[src/rtl/regfile_arb_pkg.sv]
// Shared definitions for the two-requester register-file arbiter:
// default widths, controller state encoding and requester identifiers.
package regfile_arb_pkg;

   // Default register width and address width of the shared register file.
   localparam int DEF_DATA_W = 4;
   localparam int DEF_ADDR_W = 2;

   // Transaction controller states: one grant cycle in IDLE, one register-file
   // access cycle in SERVE, one completion cycle in ACK.
   typedef enum logic [1:0] {
      IDLE  = 2'd0,
      SERVE = 2'd1,
      ACK   = 2'd2
   } state_e;

   // Requester identifiers; also the encoding of the round-robin pointer.
   localparam logic REQ_A = 1'b0;
   localparam logic REQ_B = 1'b1;

   // Requester that should be favoured next after a grant to 'winner'.
   function automatic logic other_req(input logic winner);
      return (winner == REQ_A) ? REQ_B : REQ_A;
   endfunction

endpackage

[src/rtl/rr_arbiter2.sv]
// Two-way round-robin arbiter. Grant is combinational from the request
// vector; the priority pointer only moves when the caller accepts a grant.
module rr_arbiter2
   import regfile_arb_pkg::*;
(
   input  logic       clk,
   input  logic       rst_n,
   input  logic [1:0] req,
   input  logic       advance,
   output logic [1:0] grant
);

   logic ptr_q;
   logic ptr_d;

   // One-hot grant: a lone requester always wins, a tie goes to the pointer.
   always_comb begin
      // NOTE: every combinational output gets a default first so no path leaves it unassigned (no latch).
      grant = 2'b00;
      unique case (req)
         2'b01:   grant = 2'b01;
         2'b10:   grant = 2'b10;
         2'b11:   grant = (ptr_q == REQ_A) ? 2'b01 : 2'b10;
         default: grant = 2'b00;
      endcase
   end

   // Pointer moves away from whoever was just granted, so a waiting
   // requester is served within one transaction.
   always_comb begin
      ptr_d = ptr_q;
      if (advance && (grant != 2'b00)) begin
         ptr_d = other_req(grant[1] ? REQ_B : REQ_A);
      end
   end

   // Pointer register; favours A out of reset.
   always_ff @(posedge clk or negedge rst_n) begin
      if (!rst_n) begin
         ptr_q <= REQ_A;
      end else begin
         // NOTE: sequential state uses non-blocking assignments so every flop samples pre-edge values.
         ptr_q <= ptr_d;
      end
   end

endmodule

[src/rtl/regfile_arbiter.sv]
// Shares the single read and single write port of a small register file
// between requesters A and B. Each transaction takes three cycles:
// IDLE (grant and latch), SERVE (register-file access), ACK (completion pulse).
module regfile_arbiter
   import regfile_arb_pkg::*;
#(
   parameter int DATA_W = DEF_DATA_W,
   parameter int ADDR_W = DEF_ADDR_W
) (
   input  logic              clk,
   input  logic              rst_n,
   // Requester A
   input  logic              a_req,
   input  logic              a_we,
   input  logic [ADDR_W-1:0] a_addr,
   input  logic [DATA_W-1:0] a_wdata,
   output logic              a_ack,
   output logic [DATA_W-1:0] a_rdata,
   // Requester B
   input  logic              b_req,
   input  logic              b_we,
   input  logic [ADDR_W-1:0] b_addr,
   input  logic [DATA_W-1:0] b_wdata,
   output logic              b_ack,
   output logic [DATA_W-1:0] b_rdata,
   // Register file
   output logic [ADDR_W-1:0] rf_raddr,
   output logic [ADDR_W-1:0] rf_waddr,
   output logic [DATA_W-1:0] rf_din,
   output logic              rf_wren,
   input  logic [DATA_W-1:0] rf_dout
);

   // Controller state and the latched transaction.
   state_e            state_q;
   logic              op_we_q;
   logic              op_id_q;
   logic [ADDR_W-1:0] op_addr_q;
   logic [DATA_W-1:0] op_wdata_q;

   // Registered outputs.
   logic              rf_wren_q;
   logic              a_ack_q;
   logic              b_ack_q;
   logic [DATA_W-1:0] a_rdata_q;
   logic [DATA_W-1:0] b_rdata_q;

   // Arbitration interface.
   logic [1:0]        grant;
   logic              advance;
   logic              win_b;

   // Selected requester's transaction fields, valid while granting in IDLE.
   logic              sel_we;
   logic [ADDR_W-1:0] sel_addr;
   logic [DATA_W-1:0] sel_wdata;

   // Requests are only considered in IDLE; SERVE and ACK ignore them.
   assign advance = (state_q == IDLE);

   rr_arbiter2 u_arb (
      .clk     (clk),
      .rst_n   (rst_n),
      .req     ({b_req, a_req}),
      .advance (advance),
      .grant   (grant)
   );

   assign win_b = grant[1];

   // Mux the winning requester's operation toward the op register.
   always_comb begin
      sel_we    = a_we;
      sel_addr  = a_addr;
      sel_wdata = a_wdata;
      if (win_b) begin
         sel_we    = b_we;
         sel_addr  = b_addr;
         sel_wdata = b_wdata;
      end
   end

   // Transaction FSM: grant/latch in IDLE, access in SERVE, ack pulse in ACK.
   always_ff @(posedge clk or negedge rst_n) begin
      if (!rst_n) begin
         state_q    <= IDLE;
         op_we_q    <= 1'b0;
         op_id_q    <= REQ_A;
         op_addr_q  <= '0;
         op_wdata_q <= '0;
         rf_wren_q  <= 1'b0;
         a_ack_q    <= 1'b0;
         b_ack_q    <= 1'b0;
         a_rdata_q  <= '0;
         b_rdata_q  <= '0;
      end else begin
         // Acks are single-cycle pulses unless SERVE raises one below.
         a_ack_q <= 1'b0;
         b_ack_q <= 1'b0;
         unique case (state_q)
            IDLE: begin
               if (grant != 2'b00) begin
                  op_we_q    <= sel_we;
                  op_id_q    <= win_b ? REQ_B : REQ_A;
                  op_addr_q  <= sel_addr;
                  op_wdata_q <= sel_wdata;
                  // Write enable is high for exactly the SERVE cycle.
                  rf_wren_q  <= sel_we;
                  state_q    <= SERVE;
               end
            end
            SERVE: begin
               rf_wren_q <= 1'b0;
               if (!op_we_q) begin
                  if (op_id_q == REQ_B) begin
                     b_rdata_q <= rf_dout;
                  end else begin
                     a_rdata_q <= rf_dout;
                  end
               end
               if (op_id_q == REQ_B) begin
                  b_ack_q <= 1'b1;
               end else begin
                  a_ack_q <= 1'b1;
               end
               state_q <= ACK;
            end
            ACK: begin
               state_q <= IDLE;
            end
            default: begin
               rf_wren_q <= 1'b0;
               state_q   <= IDLE;
            end
         endcase
      end
   end

   // Read and write address both track the latched address, so the
   // register-file ports see one stable operation for the whole SERVE cycle.
   assign rf_raddr = op_addr_q;
   assign rf_waddr = op_addr_q;
   assign rf_din   = op_wdata_q;
   assign rf_wren  = rf_wren_q;

   assign a_ack   = a_ack_q;
   assign b_ack   = b_ack_q;
   assign a_rdata = a_rdata_q;
   assign b_rdata = b_rdata_q;

endmodule

[config.mk]
export PLATFORM = sky130hd
export DESIGN_NAME = regfile_arbiter
export DESIGN_NICKNAME = d
export VERILOG_FILES = /design/src/rtl/regfile_arb_pkg.sv /design/src/rtl/rr_arbiter2.sv /design/src/rtl/regfile_arbiter.sv
export SDC_FILE = /design/constraint.sdc
export NUM_CORES = 1
export LEC_CHECK = 0
export ABC_AREA = 1
export BUFFER_PORTS_ARGS = -buffer_cell sky130_fd_sc_hd__buf_2
export CAP_MARGIN = 10
export CORE_MARGIN = 5
export CORE_UTILIZATION = 47
export CTS_CLUSTER_DIAMETER = 40
export CTS_CLUSTER_SIZE = 16
export DETAILED_ROUTE_END_ITERATION = 7
export PLACE_DENSITY = 0.78
export RECOVER_POWER = 100
export SYNTH_ARGS = -nofsm -noshare
export SYNTH_HDL_FRONTEND = slang
export SYNTH_HIERARCHICAL = 1
export SYNTH_SLANG_ARGS = --single-unit
[constraint.sdc]
create_clock -name clk -period 1.6 [get_ports clk]
set_clock_uncertainty 0.1 [all_clocks]
set_input_delay 0.4 -clock clk [delete_from_list [all_inputs] [get_ports clk]]
set_output_delay 0.4 -clock clk [all_outputs]
set_load 0.05 [all_outputs]
==> metrics, run 1 <==
clock slew at reported path FFs 120 ps; clock period minus worst slack 1477 ps; post-route setup TNS 0 ps; share of the core filled with cells 0.5993; highest net fanout along the worst path 3; kind of cell adding the most delay to the critical path flip-flops; worst hold path stage count 3; run status completed; series of cell instances along the critical path clkbuf_2; logic depth of the worst setup path including buffers 1; CTS tree built; number of storage elements in the synthesis netlist 22; Post-CTS Resized 0; DRT Wirelength 2015 um; final setup violation count 0; number of failing hold endpoints at the final stage 0; post-synth design cell area 1027 um2; largest stage delay on the critical path 390 ps; simple-gate share of the synthesized area 0.3922; Cell Rows 17; Internal Power 0.001457 W; launch point of the critical path rf_raddr[1]; Root Buffer clkbuf_4; antenna violations before repair 0; highest ir drop seen on vdd 0.001333 V; GR Util All Layers 0.1431; Crit path arrival time 980 ps; Port-buffer cells 40; slew at the pin with the worst max-slew slack 515.1 ps; most frequent standard cell in the layout excluding fill and tap cells nand2_1; part of the power in the clock network 0.132; antenna diode instance count 0; element type at the critical path end primary output; Static Leakage 0.7615 nW; count of antenna-violating nets left after detailed routing 0; # Max-Cap Violations 0; Boundary Pins 41; Compound-Gate Fraction of Synth Area 0.009744; launch point of the worst hold path rf_dout[3]; total grt overflow 0; Unique masters post-synth 14; DR DRC count 0; switching power summed over all nets 0.001660 W; global-route wire length before repair 3753 um; share of synthesized cell area in full adder, half adder and majority cells 0; count of cells along the worst register-to-register path 7; Pins Over Slew Limit 0; DR vias 911; most frequent cells in the layout nand2_1, dfrtp_1, buf_2, clkbuf_2, nand3_1; TritonCTS buffer count 3; dominant combinational cell family by area after synthesis simple AND/OR/NAND/NOR gates; H-Tree Level Count 1; Ys Warns 6; HPWL after detailed placement 1667 um; areal power density over the cells 2421 nW/um2; largest net degree at the start of global routing 23; Max Fclk 0.6770 GHz; worst reg-to-reg setup slack 210 ps; clock tree buffer depth 2; share of the yosys chip area belonging to registers 0.5359; switching portion of total power 0.5326; setup repair after global routing missed its margin no; Horiz. Die Dim 56.75 um; net count after synthesis 148; P&R area growth vs syn 25.33%; number of setup buffers added after CTS 0; insertion delay to the later sink of the worst-skew pair 290 ps; Reg2Reg Launch Point u_arb/ptr_q; cell at the slowest stage of the critical path dfrtp_1; final worst-path cycle share 0.9231; portion of total power attributed to combinational logic 0.549; sequential group share of total power 0.319; number of global-route vias before repair 938; proportion of layout cells with a drive suffix above 1 0.3333; DRC violation total after the first TritonRoute iteration 22; routed length per instance 10.28 um; post-detailed-route via-to-cell ratio 4.648; number of sinks on the clock net 22; post-synthesis share of cell area spent on xor and xnor gates 0; area enclosed by the die boundary 3221 um2; die height 56.75 um; Critical Setup Path Class flip-flop to primary output; gpl congestion 0.7812; crit start category flip-flop; share of synthesized area spent on multiplexers 0; number of nets in the final layout 191; Starting Density 0.4782; number of buffer and inverter stages on the critical path 1; relative slew slack 0.6566; Syn Area/Cell 8.153 um2; count of mapped cells out of synthesis 126; Hold Crit Class primary input to flip-flop; data required time at the worst endpoint 1100 ps; placeable core region 2148 um2; Initial DRT Pass Iterations 4
## flip-flops by register name (all words and copies together) (netlist names), 2 cells and up
register,cells
rf_din,4
rf_raddr,2
state_q,2
b_rdata,4
a_rdata,4
## power by group through the flow
stage | logic, W | registers, W | clock network, W
3_5_place_dp | 0.00175 | 0.000998 | 0
4_1_cts | 0.00175 | 0.000991 | 0.000418
6_report | 0.00171 | 0.000993 | 0.000412
3_3_place_gp | 0.00172 | 0.000993 | 0
2_1_floorplan | 0.000703 | 0.00170 | 0
5_1_grt | 0.00186 | 0.00103 | 0.000450
## synthesized netlist by cell type
library cell	count	area, um2
buf_4	2	15.01
nand2_2	2	12.51
nor2_1	4	15.01
and2_4	1	8.760
inv_2	4	15.01
buf_6	2	22.52
nor2_2	4	25.02
inv_1	3	11.26
dfrtp_1	22	550.5
nand2_1	67	251.5
o21ai_0	2	10.01
nor2_4	3	33.78
nand2_4	1	11.26
nand3_1	9	45.04
## cells by family after synthesis
| family | Yosys count |
|---|---|
| AOI/OAI and AO/OA | 2 |
| DFF | 22 |
| and+or+nand+nor | 91 |
| buffers and inverters | 11 |
## path summary, 6_finish.rpt
check	end
max	rf_raddr[1]
max in group asynchronous	rf_wren
min in group asynchronous	b_rdata[1]
max reg2reg	op_we_q
min reg2reg	u_arb/ptr_q
min	a_rdata[3]
## per-stage QoR
step / setup WS [ps] / std cells / instance area, um2 / hold WS (ps) / total power [W]
after global placement: 179.6 / 191 / 1232 / 279.0 / 0.002714
after detailed placement: 128.1 / 191 / 1232 / 284.8 / 0.002750
after floorplan: 196.2 / 126 / 1027 / 4.409 / 0.002401
after CTS: 136.8 / 196 / 1295 / 247.7 / 0.003160
after global routing: 37.13 / 196 / 1287 / 235.8 / 0.003342
final: 123.0 / 196 / 1287 / 252.5 / 0.003117
## metal layers
layer,global-route usage,share of wire,vias up
li1,-,-,468
met5,0,0,-
met4,0.04305,0.0050,0
met1,0.1852,0.46,405
met2,0.2327,0.43,36
met3,0.03908,0.11,2
## area by class of cell
class                   instances  area (um2)
fillers                       199       860.8
clock inverters                 1       30.03
inverters                       7       26.28
flip-flops and latches         22       550.5
clock buffers                   3       22.52
multi-input cells              93       405.4
repair buffers                 42       217.7
well taps                      28       35.03
## timing repair
| item | 4_1_cts | 5_1_grt |
|---|---|---|
| setup endpoints to repair | 0 | 0 |
| hold buffers | 1 | 0 |
| hold endpoints to repair | 22 | 0 |
(Power assumes the default switching activity.)
==> run 2: changes to the inputs <==
==> constraint.sdc (replaced) <==
create_clock -name clk -period 1.6 [get_ports clk]
set_clock_uncertainty 0.1 [all_clocks]
set_input_delay 0.08 -clock clk [delete_from_list [all_inputs] [get_ports clk]]
set_output_delay 0.08 -clock clk [all_outputs]
set_load 0.05 [all_outputs]
==> run 2 against run 1 <==
Die area did not move. Global-route usage rose by 4.2 points. Sequential cell count did not move. Sequential power barely moved. Clock-buffer cell count did not move. Hold slack got worse by 240 ps. Worst setup slack got worse by 18 ps. First-iteration DRC count fell by 14%. Critical endpoint is now rf_din[3]. Largest cell class unchanged. Largest power group unchanged.
==> metrics, run 2 (same netlist as run 1, synthesis figures left out) <==
run status completed; Starting Density 0.4782 (unchanged); Internal Power 0.001434 W (-1.6%); number of failing hold endpoints at the final stage 0 (unchanged); Crit path arrival time 1600 ps (+620 ps); count of cells along the worst register-to-register path 8 (+1); number of global-route vias before repair 1049 (+12%); gpl congestion 0.7701 (-1.4%); placeable core region 2148 um2 (unchanged); number of nets in the final layout 210 (+9.9%); H-Tree Level Count 1 (unchanged); global-route track usage on met2 0.3152 (+0.08251); worst reg-to-reg setup slack 160 ps (-50 ps); DRT Wirelength 2668 um (+32%); Root Buffer clkbuf_4; final design area excluding fillers 1460 um2 (+13%); number of sinks on the clock net 22 (unchanged); post-route setup TNS 0 ps (unchanged); series of cell instances along the critical path dlygate4sd3_1 -> buf_2 -> nand2_1 -> and2_4 -> nor2_2 -> inv_2 -> nand2_2 -> nand2_4 -> nand2_1 -> nand2_1; relative slew slack 0.2492 (-0.4074); global routing usage on met1 0.2251 (+0.03987); met3 track utilization from global routing 0.05517 (+0.01609); element type at the critical path end flip-flop; highest ir drop seen on vdd 0.001237 V (-7.2%); data required time at the worst endpoint 1700 ps (+600 ps); worst hold-check slack 7.698 ps (-244.8 ps); Max Fclk 0.6688 GHz (-1.2%); Critical Setup Path Class primary input to flip-flop; Hold Crit Class primary input to flip-flop; antenna violations before repair 0 (unchanged); largest net degree at the start of global routing 23 (unchanged); final worst-path cycle share 0.9345 (+0.01131); crit start category primary input; worst-case hold path end point op_we_q; TritonCTS buffer count 3 (unchanged); HPWL after detailed placement 1615 um (-3.1%); grt peak-use layer met2; part of the power in the clock network 0.133 (about the same); DR DRC count 0 (unchanged); number of setup buffers added after CTS 0 (unchanged); number of buffers inserted for hold repair after clock tree synthesis 20 (+19); P&R area growth vs syn 42.14%; Port-buffer cells 40 (unchanged); highest net fanout along the worst path 8 (+5); cell at the slowest stage of the critical path dlygate4sd3_1; Reg2Reg Launch Point u_arb/ptr_q; switching power summed over all nets 0.001705 W (+2.7%); switching portion of total power 0.5432 (+0.01056); antenna diode instance count 0 (unchanged); routed length per instance 12.41 um (+21%); DR vias 1005 (+10%); slew at the pin with the worst max-slew slack 1126 ps (+611.1 ps); capture point of the worst reg-to-reg path rf_din[3]; total grt overflow 0 (unchanged); # Max-Cap Violations 0 (unchanged); most frequent standard cell in the layout excluding fill and tap cells nand2_1; areal power density over the cells 2150 nW/um2 (-11%); Top cell by count, worst path nand2_1; Boundary Pins 41 (unchanged); sequential group share of total power 0.320 (about the same); Static Leakage 0.7786 nW (+2.2%); GR Util All Layers 0.1850 (+0.04193); worst hold path stage count 5 (+2); setup repair after global routing missed its margin no; most frequent cells in the layout nand2_1, dfrtp_1, dlygate4sd3_1, buf_2, clkbuf_1; CTS tree built; largest stage delay on the critical path 530 ps (+140 ps); Initial DRT Pass Iterations 4 (unchanged); launch point of the worst hold path b_we; insertion delay to the later sink of the worst-skew pair 300 ps (about the same); proportion of layout cells with a drive suffix above 1 0.2086 (-0.1248); global-route wire length before repair 4726 um (+26%); Cell Rows 17 (unchanged); clock tree buffer depth 2 (unchanged); count of antenna-violating nets left after detailed routing 0 (unchanged); clock slew at reported path FFs 120 ps (about the same); final setup violation count 0 (unchanged); Horiz. Die Dim 56.75 um (unchanged); total placed instance area 1232 um2 (unchanged); die height 56.75 um (unchanged); portion of total power attributed to combinational logic 0.547 (-0.002); Post-CTS Resized 0 (unchanged); Pins Over Slew Limit 0 (unchanged); DRC violation total after the first TritonRoute iteration 19 (-14%); post-detailed-route via-to-cell ratio 4.674 (+0.57%); area enclosed by the die boundary 3221 um2 (unchanged); clock period minus worst slack 1495 ps (+18.09 ps)
## run 2: cell count changes in the layout (fill, tap and decap cells not counted)
cell	before	now
clkbuf_1	0	20
clkbuf_2	20	0
dlygate4sd3_1	1	20
nor2_1	7	4
nor2_2	1	4
## run 2: area by class of cell
class,instances,area [um2]
flip-flops and latches,22,550.5
clock buffers,3,22.52
repair buffers,61,382.9
fillers,170,688.2
inverters,7,26.28
well taps,28,35.03
clock inverters,1,30.03
multi-input cells,93,412.9
## run 2: power by group through the flow
stage,Sequential [W],Clock [W],Combinational [W]
floorplan,0.00170,0,0.000703
global placement,0.000989,0,0.00172
detailed placement,0.000998,0,0.00174
CTS,0.000992,0.000425,0.00179
global route,0.00104,0.000453,0.00187
finish,0.00100,0.000418,0.00172
## run 2: how the worst max path moves through the flow
stage / slack, ps / depth (start not counted) / startpoint / endpoint
4_1_cts: 160 / 10 / b_req / rf_din[1]
6_report: 100 / 10 / b_req / rf_din[3]
5_1_grt: 7 / 10 / b_req / rf_raddr[1]
3_3_place_gp: 270 / 7 / u_arb/ptr_q / rf_wren
3_5_place_dp: 200 / 8 / u_arb/ptr_q / rf_din[2]
2_1_floorplan: 320 / 8 / u_arb/ptr_q / rf_wren
## run 2: routing by layer
layer | up-vias | share of wire
met1 | 457 | 0.42
met4 | 0 | 0.0052
met5 | - | 0
met2 | 44 | 0.48
met3 | 4 | 0.098
li1 | 500 | -
## run 2: critical path, delay by kind of cell
| kind | cells | cell delay (ps) |
|---|---|---|
| buffers and inverters | 3 | 780 |
| and+or+nand+nor | 7 | 750 |
## run 2: through the flow
step                cells  total power (W)    util  setup WS [ps]
detailed placement    191         0.002740  0.5737          200.9
CTS                   215         0.003202  0.6913          156.7
global route          215         0.003365  0.6797          6.777
global placement      191         0.002710  0.5737          272.5
finish                215         0.003139  0.6797          104.9
floorplan             126         0.002401       -          322.2
